### src/rtl/pixel_word_fifo_if.sv
// Bundle of signals between the pixel word FIFO, the PSRAM read side and the
// VGA pixel side.
//   master : the surroundings (memory reader + VGA timing) that push words,
//            request pixels and issue the frame-start flush
//   slave  : the FIFO itself
// Signals:
//   flush      frame-start clear, one cycle
//   wr_valid   memory side presents wr_data
//   wr_data    16-bit word, [15:8] first pixel, [7:0] second pixel
//   wr_ready   FIFO can take a word this cycle
//   fill_req   level at or below the low-water mark
//   level      words currently stored (0..2^DEPTH_LOG2)
//   pix_req    VGA consumes one pixel
//   pix_data   RGB332 pixel, registered
//   pix_valid  pix_data holds a real pixel this cycle
//   underflow  sticky flag, pixel requested while empty
interface pixel_word_fifo_if #(
    parameter int DEPTH_LOG2 = 5
);
    logic                  flush;
    logic                  wr_valid;
    logic [15:0]           wr_data;
    logic                  wr_ready;
    logic                  fill_req;
    logic [DEPTH_LOG2:0]   level;
    logic                  pix_req;
    logic [7:0]            pix_data;
    logic                  pix_valid;
    logic                  underflow;

    modport master (
        output flush, wr_valid, wr_data, pix_req,
        input  wr_ready, fill_req, level, pix_data, pix_valid, underflow
    );

    modport slave (
        input  flush, wr_valid, wr_data, pix_req,
        output wr_ready, fill_req, level, pix_data, pix_valid, underflow
    );
endinterface

### src/rtl/pixel_word_fifo.sv
// Elastic buffer between the PSRAM synchronous-read controller and the VGA
// pixel output. 16-bit words are stored in a first-word-fall-through FIFO and
// each word is unpacked into two RGB332 pixels, high byte first.
// Ports:
//   ClkPort  system clock, all state on its rising edge
//   Reset_n  synchronous active-low reset
//   bus      pixel_word_fifo_if slave modport (write side, pixel side,
//            flush, status)
module pixel_word_fifo #(
    parameter int DEPTH_LOG2 = 5,
    parameter int LOW_WATER  = 8
) (
    input  logic             ClkPort,
    input  logic             Reset_n,
    pixel_word_fifo_if.slave bus
);
    localparam int DEPTH = 1 << DEPTH_LOG2;
    localparam logic [DEPTH_LOG2:0]   FULL_LEVEL_C = {1'b1, {DEPTH_LOG2{1'b0}}};
    localparam logic [DEPTH_LOG2:0]   LOW_WATER_C  = (DEPTH_LOG2 + 1)'(LOW_WATER);
    localparam logic [DEPTH_LOG2:0]   LEVEL_ONE_C  = {{DEPTH_LOG2{1'b0}}, 1'b1};
    localparam logic [DEPTH_LOG2-1:0] PTR_ONE_C    = {{(DEPTH_LOG2 - 1){1'b0}}, 1'b1};

    logic [15:0]           mem_r [DEPTH];
    logic [DEPTH_LOG2-1:0] wr_ptr_r;
    logic [DEPTH_LOG2-1:0] rd_ptr_r;
    logic [DEPTH_LOG2:0]   level_r;
    logic                  phase_r;
    logic [7:0]            pix_data_r;
    logic                  pix_valid_r;
    logic                  underflow_r;
    logic                  wr_ready_r;
    logic                  fill_req_r;

    logic                  push_s;
    logic                  serve_s;
    logic                  pop_s;
    logic                  empty_req_s;
    logic [15:0]           head_s;
    logic [7:0]            pix_byte_s;
    logic [DEPTH_LOG2:0]   level_next_s;

    // Handshake decode, head-of-queue byte select and next fill level.
    always_comb begin
        push_s       = 1'b0;
        serve_s      = 1'b0;
        pop_s        = 1'b0;
        empty_req_s  = 1'b0;
        head_s       = mem_r[rd_ptr_r];
        pix_byte_s   = 8'h00;
        level_next_s = level_r;

        push_s      = bus.wr_valid && wr_ready_r && !bus.flush;
        serve_s     = bus.pix_req && (level_r != {(DEPTH_LOG2 + 1){1'b0}}) && !bus.flush;
        // The word leaves the FIFO only once its second pixel is served.
        pop_s       = serve_s && phase_r;
        empty_req_s = bus.pix_req && (level_r == {(DEPTH_LOG2 + 1){1'b0}}) && !bus.flush;

        if (phase_r) begin
            pix_byte_s = head_s[7:0];
        end else begin
            pix_byte_s = head_s[15:8];
        end

        case ({push_s, pop_s})
            2'b10:   level_next_s = level_r + LEVEL_ONE_C;
            2'b01:   level_next_s = level_r - LEVEL_ONE_C;
            default: level_next_s = level_r;
        endcase
    end

    // Word storage; contents are don't-care after reset or flush.
    always_ff @(posedge ClkPort) begin
        if (push_s) begin
            mem_r[wr_ptr_r] <= bus.wr_data;
        end
    end

    // Pointers, level, byte phase, pixel output and status flags.
    always_ff @(posedge ClkPort) begin
        if (!Reset_n) begin
            wr_ptr_r    <= {DEPTH_LOG2{1'b0}};
            rd_ptr_r    <= {DEPTH_LOG2{1'b0}};
            level_r     <= {(DEPTH_LOG2 + 1){1'b0}};
            phase_r     <= 1'b0;
            pix_data_r  <= 8'h00;
            pix_valid_r <= 1'b0;
            underflow_r <= 1'b0;
            wr_ready_r  <= 1'b1;
            fill_req_r  <= 1'b1;
        end else if (bus.flush) begin
            // Frame start: drop everything; pix_data keeps its last value.
            wr_ptr_r    <= {DEPTH_LOG2{1'b0}};
            rd_ptr_r    <= {DEPTH_LOG2{1'b0}};
            level_r     <= {(DEPTH_LOG2 + 1){1'b0}};
            phase_r     <= 1'b0;
            pix_valid_r <= 1'b0;
            underflow_r <= 1'b0;
            wr_ready_r  <= 1'b1;
            fill_req_r  <= 1'b1;
        end else begin
            if (push_s) begin
                wr_ptr_r <= wr_ptr_r + PTR_ONE_C;
            end
            if (pop_s) begin
                rd_ptr_r <= rd_ptr_r + PTR_ONE_C;
            end
            level_r <= level_next_s;
            // Status flags are registered from the next level so they track
            // the stored level with no extra cycle of lag.
            wr_ready_r <= (level_next_s != FULL_LEVEL_C);
            fill_req_r <= (level_next_s <= LOW_WATER_C);

            if (serve_s) begin
                pix_data_r  <= pix_byte_s;
                pix_valid_r <= 1'b1;
                phase_r     <= ~phase_r;
            end else if (empty_req_s) begin
                pix_data_r  <= 8'h00;
                pix_valid_r <= 1'b0;
                underflow_r <= 1'b1;
            end else begin
                pix_valid_r <= 1'b0;
            end
        end
    end

    assign bus.wr_ready  = wr_ready_r;
    assign bus.fill_req  = fill_req_r;
    assign bus.level     = level_r;
    assign bus.pix_data  = pix_data_r;
    assign bus.pix_valid = pix_valid_r;
    assign bus.underflow = underflow_r;
endmodule

### src/flat_wrapper.sv
// flat-port wrapper written by rule: the top's interface ports become plain ports
module pixel_word_fifo_flat 
#(
    parameter int DEPTH_LOG2 = 5,
    parameter int LOW_WATER  = 8
)
  (ClkPort, Reset_n, bus_flush, bus_wr_valid, bus_wr_data, bus_pix_req, bus_wr_ready, bus_fill_req, bus_level, bus_pix_data, bus_pix_valid, bus_underflow);
  pixel_word_fifo_if #(.DEPTH_LOG2(DEPTH_LOG2)) bus_i ();
  input  logic ClkPort;
  input  logic Reset_n;
  input wire logic [$bits(bus_i.flush)-1:0] bus_flush;
  input wire logic [$bits(bus_i.wr_valid)-1:0] bus_wr_valid;
  input wire logic [$bits(bus_i.wr_data)-1:0] bus_wr_data;
  input wire logic [$bits(bus_i.pix_req)-1:0] bus_pix_req;
  output wire logic [$bits(bus_i.wr_ready)-1:0] bus_wr_ready;
  output wire logic [$bits(bus_i.fill_req)-1:0] bus_fill_req;
  output wire logic [$bits(bus_i.level)-1:0] bus_level;
  output wire logic [$bits(bus_i.pix_data)-1:0] bus_pix_data;
  output wire logic [$bits(bus_i.pix_valid)-1:0] bus_pix_valid;
  output wire logic [$bits(bus_i.underflow)-1:0] bus_underflow;
  assign bus_i.flush = bus_flush;
  assign bus_i.wr_valid = bus_wr_valid;
  assign bus_i.wr_data = bus_wr_data;
  assign bus_i.pix_req = bus_pix_req;
  assign bus_wr_ready = bus_i.wr_ready;
  assign bus_fill_req = bus_i.fill_req;
  assign bus_level = bus_i.level;
  assign bus_pix_data = bus_i.pix_data;
  assign bus_pix_valid = bus_i.pix_valid;
  assign bus_underflow = bus_i.underflow;
  pixel_word_fifo #(.DEPTH_LOG2(DEPTH_LOG2), .LOW_WATER(LOW_WATER)) u_core (.ClkPort(ClkPort), .Reset_n(Reset_n), .bus(bus_i));
endmodule
### config.mk
export PLATFORM = sky130hd
export DESIGN_NAME = pixel_word_fifo_flat
export DESIGN_NICKNAME = d
export VERILOG_FILES = /design/src/rtl/pixel_word_fifo_if.sv /design/src/rtl/pixel_word_fifo.sv /design/src/flat_wrapper.sv
export SDC_FILE = /design/constraint.sdc
export NUM_CORES = 1
export LEC_CHECK = 0
export CORE_MARGIN = 8
export CORE_UTILIZATION = 55
export DETAILED_ROUTE_END_ITERATION = 7
export HOLD_SLACK_MARGIN = 0.06
export PLACE_DENSITY = 0.79
export SYNTH_ARGS = -nofsm -noshare
export SYNTH_HDL_FRONTEND = slang
export SYNTH_SLANG_ARGS = --single-unit
### constraint.sdc
create_clock -name ClkPort -period 6.2 [get_ports ClkPort]
set_clock_uncertainty 0.05 [all_clocks]
set_input_delay 0.93 -clock ClkPort [delete_from_list [all_inputs] [get_ports ClkPort]]
set_output_delay 0.93 -clock ClkPort [all_outputs]
set_load 0.05 [all_outputs]
==> results_dict.tcl <==
set metrics [dict create \
    synthTopCellsByArea "edfxtp_1 73%, mux4_2 15%, dfxtp_1 3.2%" \
    drc 0 \
    clock-sinks 546 \
    hold_viol 0 \
    place_congestion 0.871 \
    fin_crit_sh_pct 57.3 \
    grt_first_pass_wirelength_um 71500 \
    min_from "u_core.bus.underflow$_SDFFE_PP0P_" \
    required_ps 6350 \
    core_area_sq_um 38300 \
    start_util_pct 55.2 \
    r2r-end "u_core.bus.pix_data[6]$_SDFFE_PN0P_" \
    cts_buffer_depth 3 \
    fillCellCount 2496 \
    post_route_cells_drive_above_1_share_pct 25.0 \
    holdPathEnd "u_core.bus.underflow$_SDFFE_PP0P_" \
    num_rows 72 \
    cp-end-kind "flip-flop" \
    design_area_sq_um 23800 \
    setup_viol 0 \
    drt-vias-per-instance 6.53 \
    cts_setup_buffers 0 \
    seq_area_frac_synth_pct 76.0 \
    wl_um 48600 \
    netlist.area_leader.share_pct 72.7 \
    ios 39 \
    drtAntennaViolNets 0 \
    area_growth_pct 12.7 \
    layout.nets 1112 \
    avgRoutedWirePerCell_um 29.6 \
    antenna_found_initial 1 \
    fp.dieH_um 212 \
    cts_root_buffer "clkbuf_16" \
    cts_buffers 52 \
    cts_hold_buf 0 \
    diodes 0 \
    synth_edf_count 512 \
    tightest_slew_ps 1100 \
    rsz0062_at_grt "false" \
    outcome "completed" \
    ys_ff_latch 546 \
    syn_area_per_cell_sq_um 20.7 \
    fmax_ghz 0.281 \
    synthFlopType "edfxtp_1" \
    crit_buf_inv 1 \
    overflow 0 \
    yosys.area.top_type "edfxtp_1" \
    cts_tree "yes" \
    io_buffers 38 \
    drt-initial-drc-count 1399 \
    setup_tns_ps 0 \
    ctsResizeCount 0 \
    die_w_um 212 \
    synthCells 1020 \
    syn_area_sq_um 21100 \
    crit_type "in -> reg" \
    place_area_sq_um 22200 \
    place_hpwl_um 29200 \
    whs_path_depth 2 \
    syn-num-nets 1048 \
    vdd_drop_max_v 0.000209 \
    path_clk_slew_ps 60 \
    grt_pass1_vias 10700 \
    cpMostUsedCell "nand2_1" \
    reg2reg_slack_ps 2960 \
    fp.dieArea_sq_um 45000 \
    whs_ps 455 \
    leakage_nw 7.21 \
    crit_fanout 16 \
    crit_chain "clkdlybuf4s50_1 -> nand2_1 -> nor2_1 -> nand2_1 -> nor2_2" \
    r2r_cells 5 \
    slew_violations 0 \
    crit_cells 5 \
    hp-class "reg -> reg" \
    yosysWarnings 0 \
    clock_latency_ps 580 \
    cpPeakStageDelay_ps 960 \
    crit_family "simple AND/OR/NAND/NOR gates" \
    vias 10700 \
    grt_util_all_layers_pct 21.9 \
    cp.arrival_ps 3700 \
    cp-start-kind "input port" \
    drt_first_pass_iters 6 \
    synth.distinct_cells 50 \
    maxCapViolations 0 \
    htree_levels 2 \
    async_reset_ff_share_pct 0 \
    grt_max_degree 54 \
    period_minus_slack_ps 3550 \
    power.density_nw_per_um2 302 \
    maxSlewHeadroom_pct 26.9 \
    cpMaxStageDelayCell "nor2_2" \
]
## synth_stat cells (all sizes together), types with 11 or more instances
master	instances
edfxtp	512
mux4	139
nor2	63
dfxtp	34
nand2	31
buf	30
clkbuf	25
mux2i	24
o21ai	23
nand3	16
a22oi	13
a21oi	11
## worst reg2reg max path, cell delays in order (launching register included)
cell and delay, ps:
dfxtp_4 900, buf_4 740, mux4_2 670, mux4_2 490, nor2_1 180, o21ai_0 110
## registers in the layout (all words and copies together) (netlist names), named ones only
name and count:
u_core.phase_r 1, u_core.bus.underflow 1, u_core.bus.level 6, u_core.bus.pix_valid 1
u_core.bus.wr_ready 1, u_core.mem_r 512, u_core.wr_ptr_r 5, u_core.bus.pix_data 8
u_core.bus.fill_req 1, u_core.rd_ptr_r 5
## stage by stage
step	setup WS [ps]	util, %	power (mW)	instances
after floorplan	2850	-	4.15	1020
after global placement	2290	58.0	4.24	1548
after detailed placement	2220	58.0	4.25	1548
after CTS	2780	62.2	7.22	1641
after global routing	2610	62.2	7.36	1641
final	2650	62.2	7.19	1641
## layer usage
layer,wire length [um],GRT usage [%],part of all wire [%],vias to the layer above
met2,22800,33.5,47,800
met3,5520,4.25,11,109
li1,-,-,-,4331
met1,18600,31.5,38,5481
met4,1690,8.03,3.5,2
met5,13,0,0.027,-
## worst max-delay path by stage
| stage | end | startpoint | slack [ps] |
|---|---|---|---|
| after floorplan | u_core.bus.wr_ready$_SDFF_PP1_ | u_core.bus.level[1]$_SDFF_PP0_ | 2850 |
| after global placement | u_core.mem_r[24][10]$_DFFE_PP_ | bus_wr_valid | 2290 |
| after detailed placement | u_core.mem_r[24][8]$_DFFE_PP_ | bus_wr_valid | 2220 |
| after CTS | u_core.mem_r[24][4]$_DFFE_PP_ | bus_wr_valid | 2780 |
| after global routing | u_core.mem_r[22][1]$_DFFE_PP_ | bus_wr_valid | 2610 |
| final | u_core.mem_r[9][13]$_DFFE_PP_ | bus_wr_valid | 2650 |
## kinds of logic after synthesis
group	count (synthesis)	share of synthesized area (%)
DFF	546	76.0
muxes	164	16.0
and+or+nand+nor	156	3.55
AOI/OAI and AO/OA	72	2.18
buffers and inverters	61	1.33
xor gates and xnor gates	14	0.580
adders and majority gates	7	0.414
## report_power, final
| part | leakage, nW | internal (mW) | switching [mW] |
|---|---|---|---|
| registers | 4.88 | 4.03 | 0.00439 |
| logic | 1.55 | 0.0324 | 0.0988 |
| clock network | 0.779 | 1.71 | 1.31 |
## area by class of cell
cell class | instances | area, sq um | area share (%)
flip-flops and latches | 546 | 16100 | 67.5
multi-input cells | 413 | 4880 | 20.5
clock buffers | 67 | 1400 | 5.87
well taps | 518 | 648 | 2.72
repair buffers | 65 | 591 | 2.48
clock inverters | 26 | 209 | 0.877
inverters | 6 | 22.5 | 0.0946
## layout by cell type (no fill, tap or decap), types with 4 or more instances in the layout
| master | count |
|---|---|
| clkbuf_16 | 53 |
| mux2i_1 | 24 |
| ha_1 | 7 |
| and3_1 | 9 |
| buf_4 | 26 |
| inv_1 | 6 |
| clkinv_2 | 4 |
| mux4_2 | 139 |
| a211oi_1 | 5 |
| clkinv_1 | 13 |
| edfxtp_1 | 512 |
| inv_6 | 4 |
| dfxtp_1 | 30 |
| a21oi_1 | 11 |
| nand4_1 | 6 |
| clkdlybuf4s50_1 | 37 |
| nand3_1 | 16 |
| clkbuf_1 | 12 |
| a31oi_1 | 10 |
| nor3_1 | 4 |
| xor2_1 | 9 |
| or3_1 | 4 |
| o21ai_0 | 23 |
| nor2_1 | 35 |
| a22oi_1 | 13 |
| nor2_2 | 28 |
| nand2_1 | 31 |
| xnor2_1 | 5 |
No activity file was read; power rests on OpenSTA's default activity.
